===== src/rtl/clause_scan_controller.sv =====
// Clause scan controller: streams the clause database through partial-satisfaction
// evaluation and reports one verdict (conflict / unit / all-sat / undecided).
module clause_scan_controller #(
    parameter int VAR_PER_CLAUSE = 5,
    parameter int NUM_CLAUSES    = 16,
    parameter int CIDX_W         = $clog2(NUM_CLAUSES),
    parameter int SLOT_W         = $clog2(VAR_PER_CLAUSE)
) (
    input  logic                      clock,
    input  logic                      reset_n,
    input  logic                      start,
    input  logic                      abort,
    output logic                      clause_rd_en,
    output logic [CIDX_W-1:0]         clause_rd_addr,
    input  logic [VAR_PER_CLAUSE-1:0] clause_mask,
    input  logic [VAR_PER_CLAUSE-1:0] clause_pole,
    input  logic [VAR_PER_CLAUSE-1:0] var_assigned,
    input  logic [VAR_PER_CLAUSE-1:0] var_val,
    output logic                      busy,
    output logic                      done,
    output logic [1:0]                result,
    output logic [CIDX_W-1:0]         conflict_idx,
    output logic [CIDX_W-1:0]         unit_idx,
    output logic [SLOT_W-1:0]         unit_slot
);

    localparam int CNT_W = $clog2(VAR_PER_CLAUSE + 1);
    localparam logic [CIDX_W-1:0] LAST = CIDX_W'(NUM_CLAUSES - 1);

    typedef enum logic [1:0] {
        IDLE,
        SCAN,
        DRAIN,
        REPORT
    } state_t;

    state_t state, state_n;

    logic [CIDX_W-1:0] cnt;
    logic [CIDX_W-1:0] pend_idx;
    logic              pend;
    logic              conf_f;
    logic              unit_f;
    logic              unsat_f;

    logic [VAR_PER_CLAUSE-1:0] lit_true;
    logic [VAR_PER_CLAUSE-1:0] free;
    logic [CNT_W-1:0]          free_cnt;
    logic [SLOT_W-1:0]         free_slot;
    logic                      eval_act;
    logic                      eval_conf;
    logic                      eval_unit;
    logic                      eval_open;
    logic                      evaluating;
    logic [1:0]                verdict;

    // Classification of the response returned for pend_idx
    always_comb begin
        lit_true  = clause_mask & var_assigned & (var_val ^ clause_pole);
        free      = clause_mask & ~var_assigned;
        free_cnt  = '0;
        free_slot = '0;
        for (int i = 0; i < VAR_PER_CLAUSE; i++) begin
            if (free[i]) begin
                free_cnt  = free_cnt + 1'b1;
                free_slot = SLOT_W'(i);
            end
        end
        evaluating = pend && (state == SCAN || state == DRAIN);
        eval_act   = evaluating && (|clause_mask) && !(|lit_true);
        eval_conf  = eval_act && !(|free);
        eval_unit  = eval_act && (free_cnt == CNT_W'(1));
        eval_open  = eval_act && (free_cnt > CNT_W'(1));
    end

    always_comb begin
        verdict = 2'b01;
        if (conf_f || eval_conf) begin
            verdict = 2'b11;
        end else if (unit_f || eval_unit) begin
            verdict = 2'b10;
        end else if (unsat_f || eval_open) begin
            verdict = 2'b00;
        end
    end

    always_comb begin
        state_n = state;
        case (state)
            IDLE: begin
                if (start && !abort) state_n = SCAN;
            end
            SCAN: begin
                if (abort)            state_n = IDLE;
                else if (eval_conf)   state_n = REPORT;
                else if (cnt == LAST) state_n = DRAIN;
            end
            DRAIN: begin
                state_n = abort ? IDLE : REPORT;
            end
            REPORT: begin
                state_n = IDLE;
            end
            default: state_n = IDLE;
        endcase
    end

    assign busy           = (state != IDLE);
    assign clause_rd_en   = (state == SCAN);
    assign clause_rd_addr = clause_rd_en ? cnt : '0;
    assign done           = (state == REPORT) && !abort;

    always_ff @(posedge clock or negedge reset_n) begin
        if (!reset_n) begin
            state        <= IDLE;
            cnt          <= '0;
            pend         <= 1'b0;
            pend_idx     <= '0;
            conf_f       <= 1'b0;
            unit_f       <= 1'b0;
            unsat_f      <= 1'b0;
            result       <= 2'b00;
            conflict_idx <= '0;
            unit_idx     <= '0;
            unit_slot    <= '0;
        end else begin
            state <= state_n;
            case (state)
                IDLE: begin
                    if (start && !abort) begin
                        cnt          <= '0;
                        pend         <= 1'b0;
                        conf_f       <= 1'b0;
                        unit_f       <= 1'b0;
                        unsat_f      <= 1'b0;
                        result       <= 2'b00;
                        conflict_idx <= '0;
                        unit_idx     <= '0;
                        unit_slot    <= '0;
                    end
                end
                SCAN: begin
                    pend     <= 1'b1;
                    pend_idx <= cnt;
                    if (cnt != LAST) cnt <= cnt + 1'b1;
                end
                default: pend <= 1'b0;
            endcase

            if (eval_conf) begin
                conf_f       <= 1'b1;
                conflict_idx <= pend_idx;
            end
            if (eval_unit && !unit_f) begin
                unit_f    <= 1'b1;
                unit_idx  <= pend_idx;
                unit_slot <= free_slot;
            end
            if (eval_open) unsat_f <= 1'b1;

            // In-flight response after a conflict is dropped
            if (state_n == REPORT) begin
                result <= verdict;
                pend   <= 1'b0;
            end

            if (abort && state != IDLE) begin
                pend         <= 1'b0;
                result       <= 2'b00;
                conflict_idx <= '0;
                unit_idx     <= '0;
                unit_slot    <= '0;
            end
        end
    end

endmodule


===== config.mk =====
export PLATFORM = sky130hd
export DESIGN_NAME = clause_scan_controller
export DESIGN_NICKNAME = d
export VERILOG_FILES = /design/src/rtl/clause_scan_controller.sv
export SDC_FILE = /design/constraint.sdc
export NUM_CORES = 1
export LEC_CHECK = 0
export CORE_UTILIZATION = 45
export CTS_CLUSTER_DIAMETER = 40
export CTS_CLUSTER_SIZE = 20
export DETAILED_ROUTE_END_ITERATION = 6
export GPL_ROUTABILITY_DRIVEN = 0
export GPL_TIMING_DRIVEN = 0
export PLACE_DENSITY = 0.8
export SLEW_MARGIN = 20
export SYNTH_ARGS = -nofsm -noshare
export SYNTH_HDL_FRONTEND = slang
export SYNTH_SLANG_ARGS = --single-unit

===== constraint.sdc =====
create_clock -name clock -period 2.7 [get_ports clock]
set_input_delay 0.675 -clock clock [delete_from_list [all_inputs] [get_ports clock]]
set_output_delay 0.675 -clock clock [all_outputs]
set_load 0.05 [all_outputs]

# After elaboration in Yosys (flattened, before gate mapping)
# Cells that the tools add are included.
# Widths: inputs -> output; s select.
[op_classes] shifts=0 mul=0 n_bitwise=5 div=0 addsub=5 n_reduce_logical=43 n_eq_ne=10 n_mux=43 magnitude_cmp=1
[op_table] operator="$mux 3" n=11
[op_table] operator="$mux 4" n=8
[op_table] operator="$mux 2" n=11
[op_table] operator="$reduce_bool 3->1" n=6
[op_table] operator="$reduce_bool 2->1" n=8
[op_table] operator="$and 5x5->5" n=3
[op_table] operator="$reduce_or 5->1" n=3
[op_table] operator="$add 3x1->3 const B" n=4
[op_table] operator="$reduce_and 2->1" n=6
[op_table] operator="$logic_and 1x1->1" n=10
[op_table] operator="$mux 1" n=10
[op_table] operator="$ne 4x4->1 const B" n=2
[op_table] operator="$pmux 2 s4" n=1
[op_table] operator="$pmux 4 s2" n=1
[op_table] operator="$eq 2x2->1 const B" n=3
[op_table] operator="$not 5->5" n=1
[op_table] operator="$xor 5x5->5" n=1
[op_table] operator="$add 4x1->4 const B" n=1
[op_table] operator="$eq 4x4->1 const B" n=1
[op_table] operator="$logic_not 1->1" n=4
[op_table] operator="$logic_or 1x1->1" n=4
[op_table] operator="$eq 3x1->1 const B" n=1
[op_table] operator="$gt 3x1->1 const B" n=1
[op_table] operator="$reduce_and 3->1" n=1
[op_table] operator="other kinds (5)" n=5
[totals] out_inout_bits=20 rom_bits=0 latch_bits=0 memories=0 mem_bits_rw=0 register_bits=27

# Logic depth before layout (Yosys ltp)
[logic_depth] ltp_word=19 mapped_depth=14 ltp_nobuf=13

# Least setup slack after synthesis
# Ideal clock, no wire load.
[synth_timing] path_type="in2reg" start="input port var_assigned[0]" end="register result[1]" setup_slack_ns=-0.801 stages=13 arrival_ns=3.365 t_required_ns=2.564 path_cell_list="nand2b_1 ha_1 xnor2_4 inv_1 ha_1 mux2_2 ha_1 inv_1 o2111a_1 mux2i_2 nor2_2 a2111oi_2 mux2i_1"
[synth_between] elab_chain_cells=18
[synth_rtl] item="start: declaration" line_no="17" rtl="input logic [VAR_PER_CLAUSE-1:0] var_assigned,"
[synth_rtl] item="$not 5->5" line_no="60" rtl="free = clause_mask & ~var_assigned;"
[synth_rtl] item="$and 5x5->5" line_no="60"
[synth_rtl] item="$mux 1" line_no="64" rtl="if (free[i]) begin"
[synth_rtl] item="$add 3x1->3" line_no="65" rtl="free_cnt = free_cnt + 1'b1;"
[synth_rtl] item="$mux 3" line_no="64"
[synth_rtl] item="$add 3x1->3" line_no="65"
[synth_rtl] item="$mux 3" line_no="64"
[synth_rtl] item="$add 3x1->3" line_no="65"
[synth_rtl] item="(+2 left out)"
[synth_rtl] item="$mux 3" line_no="64"
[synth_rtl] item="$eq 3x1->1" line_no="72" rtl="eval_unit = eval_act && (free_cnt == CNT_W'(1));"
[synth_rtl] item="$logic_and 1x1->1" line_no="72"
[synth_rtl] item="$logic_or 1x1->1" line_no="80" rtl="end else if (unit_f || eval_unit) begin"
[synth_rtl] item="$mux 2" line_no="80"
[synth_rtl] item="$mux 2" line_no="78" rtl="if (conf_f || eval_conf) begin"
[synth_rtl] item="$mux 2" line_no="162" rtl="if (state_n == REPORT) begin"
[synth_rtl] item="$mux 2" line_no="167" rtl="if (abort && state != IDLE) begin"
[synth_rtl] item="end signal: assignment" line_no="163" rtl="result <= verdict;"
[synth_rtl] item="end: declaration" line_no="21" rtl="output logic [1:0] result,"
# Parallel ways exist; a longest one is shown, timed or not.
# A chain may end at the register's enable or synchronous reset.

# Worst setup path in the final report
[layout_timing] start="input port var_assigned[1]" end="register result[1]"
[layout_between] elab_chain_cells=16
[layout_rtl] item="$not 5->5" line_no="60"
[layout_rtl] item="$and 5x5->5" line_no="60"
[layout_rtl] item="$mux 3" line_no="64"
[layout_rtl] item="$add 3x1->3" line_no="65"
[layout_rtl] item="$mux 3" line_no="64"
[layout_rtl] item="$add 3x1->3" line_no="65"
[layout_rtl] item="$mux 3" line_no="64"
[layout_rtl] item="$add 3x1->3" line_no="65"
[layout_rtl] item="$mux 3" line_no="64"
[layout_rtl] item="$eq 3x1->1" line_no="72"
[layout_rtl] item="$logic_and 1x1->1" line_no="72"
[layout_rtl] item="$logic_or 1x1->1" line_no="80"
[layout_rtl] item="$mux 2" line_no="80"
[layout_rtl] item="$mux 2" line_no="78"
[layout_rtl] item="$mux 2" line_no="162"
[layout_rtl] item="$mux 2" line_no="167"
# Parallel ways exist; a longest one is shown, timed or not.

==> flow_summary.json <==
{
  "outcome": "complete, but fails checks",
  "failed_checks": "setup timing",
  "area_used_by_sequential_logic_in_the_layout_um2": 675.6,
  "grt_setup_unrepaired": "yes",
  "syn-mean-instance-area_um2": 9.004,
  "syn-instance-count": 219,
  "drive_gt1_share_pct": 22.99,
  "insertedDiodeCount": 0,
  "synth-edff-count": 0,
  "cap_violations": 0,
  "clockRootBuffer": "clkbuf_8",
  "port-buffer-count": 43,
  "instances_no_fill": 324,
  "finalClockSkew_ps": 6.309,
  "via_count_of_the_first_global_routing_pass": 1584,
  "number_of_buffers_on_the_longest_clock_path": 2,
  "die_area_um2": 4651,
  "tritoncts.num_buffers": 3,
  "clock_sink_count": 27,
  "report.final.setup_viol": 11,
  "worstSetupStartpointType": "input pin",
  "finalCritPeriodShare_pct": 111.5,
  "ys_warn_count": 0,
  "cp_max_fo": 3,
  "postSynthRegisterBits": 27,
  "finalNetCount": 307,
  "worst_setup_hold_path_clk_slew_ps": 90,
  "dr.pass1.iters": 4,
  "timing.final.max_slew_violations": 0,
  "route.detailed.drc": 0,
  "finalWorstPathRequiredPeriod_ps": 3012,
  "via_count_of_the_routed_design": 1784,
  "grt_overflow": 0,
  "place_worst_setup_slack_ps": -1173,
  "n_fill_cell": 342,
  "clk_latency_ps": 270,
  "grt_start_max_net_pins": 28,
  "dominantRegCellSynth": "dfrtp_1",
  "synth.net_count": 251,
  "grt_antenna_before_repair": 0,
  "fp.dieW_um": 68.20,
  "groute.usage.overall_pct": 21.50,
  "area_delta_synth_final_pct": 35.15,
  "maxClockFrequency_ghz": 0.3320,
  "worstSetupEndpointType": "flip-flop",
  "ioPinCount": 44,
  "final_hold_violation_count": 0,
  "timing.hold.worst.class": "in2async",
  "powerDensity_nw_per_um2": 628.3,
  "place.detailed.instances": 312,
  "wirelength_um": 4620,
  "fp.coreArea_um2": 4115,
  "cts_hold_buf": 0,
  "route.detailed.vias_per_inst": 5.506,
  "total_leakage_power_nw": 1.193,
  "global_route_wire_length_before_repair_um": 7479,
  "synthDistinctLibCells": 46,
  "tritoncts": "built",
  "ys_seq_area_share_pct": 34.26,
  "fin_ws_ps": -311.7,
  "relative_slew_margins_pct": 59.27,
  "ir_drop_mv": 0.2730,
  "drt_iter0_markers": 134,
  "crit_arrival_ps": 3150,
  "cts_max_level": 1,
  "die_height_um": 68.20,
  "ys_async_sr_fraction_pct": 100.0,
  "synth_cell_area_um2": 1972,
  "placement_row_count": 23,
  "worst_slew_pin_slew_ps": 611.0,
  "worst-endpoint-required_ps": 2840,
  "floorplan.initialDensity_pct": 47.92,
  "ant_nets": 0,
  "wl_per_cell_um": 14.26,
  "setup.worst_path.class": "in2reg",
  "combined_area_of_the_multi_input_logic_cells_um2": 1282,
  "detailed_place_hpwl_um": 3359
}
metrics by stage:
step | cell area, um2 | hold slack [ps] | utilization (%) | total power, W | TNS, ps
after global placement | 2526 | 499.8 | 61.39 | 0.001408 | -13770
after CTS | 2625 | 421.6 | 63.79 | 0.001657 | -3262
after detailed placement | 2521 | 504.2 | 61.26 | 0.001421 | -13940
final | 2665 | 404.7 | 64.76 | 0.001675 | -2913
after floorplan | 2033 | 379.4 | - | 0.001176 | -3937
after global routing | 2665 | 448.1 | 64.76 | 0.001798 | -3986
cells in the final DEF, fill, tap and decap left out, types with 5 or more instances in the layout:
cell / n
a21oi_1: 11
a31oi_1: 5
buf_2: 5
buf_4: 9
buf_6: 8
clkbuf_1: 5
clkdlybuf4s50_1: 30
dfrtp_1: 27
ha_1: 5
inv_1: 5
mux2i_1: 13
nand2_1: 27
nand3_1: 10
nand3b_1: 5
nor2_1: 12
o21ai_0: 15
xor2_1: 5
cell type report:
class | instances | share of cell area, %
Sequential cell | 27 | 25.35
Buffer | 11 | 3.146
Multi-Input combinational cell | 172 | 48.12
Clock buffer | 4 | 1.690
Tap cell | 50 | 2.347
Timing Repair Buffer | 53 | 18.36
Inverter | 7 | 0.9859
Yosys cell counts (2+ instances only):
cell type	n	area (um2)
clkbuf_1	7	26.28
buf_6	5	56.30
mux2i_2	2	27.53
nand3_1	10	50.05
nand4_1	2	12.51
a22oi_1	2	15.01
a21oi_1	11	55.05
o21ai_0	17	85.08
and3_1	2	12.51
nor2_1	12	45.04
inv_1	7	26.28
nand2_1	28	105.1
ha_1	8	100.1
nand3b_1	5	37.54
a32oi_1	3	26.28
nand2b_1	6	37.54
mux2i_1	13	130.1
xnor2_1	2	17.52
and2_1	6	37.54
a31oi_1	5	31.28
xor2_1	5	43.79
nor3_1	4	20.02
nor2b_1	4	25.02
dfrtp_1	27	675.7
mux2_2	5	56.30
worst max-delay path, cell delays in order:
cell and delay [ps]:
buf_6 90, nand2b_4 140, ha_4 290, xnor2_4 120
inv_2 70, ha_4 210, mux2_4 290, ha_4 270
inv_2 30, o2111a_1 220, mux2i_2 220, nor2_2 90
a2111oi_4 320, mux2i_1 110
layer usage:
layer	vias to the layer above	global-route usage [%]	routed length [um]
met5	-	0	0
met4	0	8.333	57
met3	6	2.000	147
met2	51	35.29	2250
met1	840	28.94	2164
li1	887	-	-
what timing repair did:
item / CTS / global route
setup buffers: 6 / 4
endpoints found under the setup margin: 17 / 16
pin swaps: 9 / 7
gates resized for setup: 41 / 8
registers in the layout (all words and copies together) (netlist names):
register	count
conf_f	1
result	2
unit_idx	4
pend	1
unit_f	1
conflict_idx	4
cnt	4
unit_slot	3
state	2
pend_idx	4
unsat_f	1
kinds of logic after synthesis:
family                     synth area share [%]
muxes                                     10.85
buffers and inverters                     5.774
xor gates and xnor gates                  4.505
adders and majority gates                 5.076
AOI/OAI and AO/OA                         16.69
and+or+nand+nor                           22.84
DFF                                       34.26
power by group:
part	internal [W]	total, W	leakage, nW	switching (W)
combinational	0.000370	0.000877	0.802	0.000508
clock	0.000106	0.000223	0.0228	0.000117
sequential	0.000486	0.000575	0.368	0.0000884
worst paths after layout:
path	to	cells past startpoint	startpoint	slack [ps]
max in group asynchronous	conflict_idx[2]	1	reset_n	1890
worst max-delay path	result[1]	14	var_assigned[1]	-310
min in group clock	conflict_idx[1]	2	conflict_idx[1]	520
worst min register to register	conflict_idx[1]	2	conflict_idx[1]	520
worst max register to register	result[0]	9	state[1]	540
worst min-delay path	cnt[0]	1	reset_n	400
(Power assumes the default switching activity.)
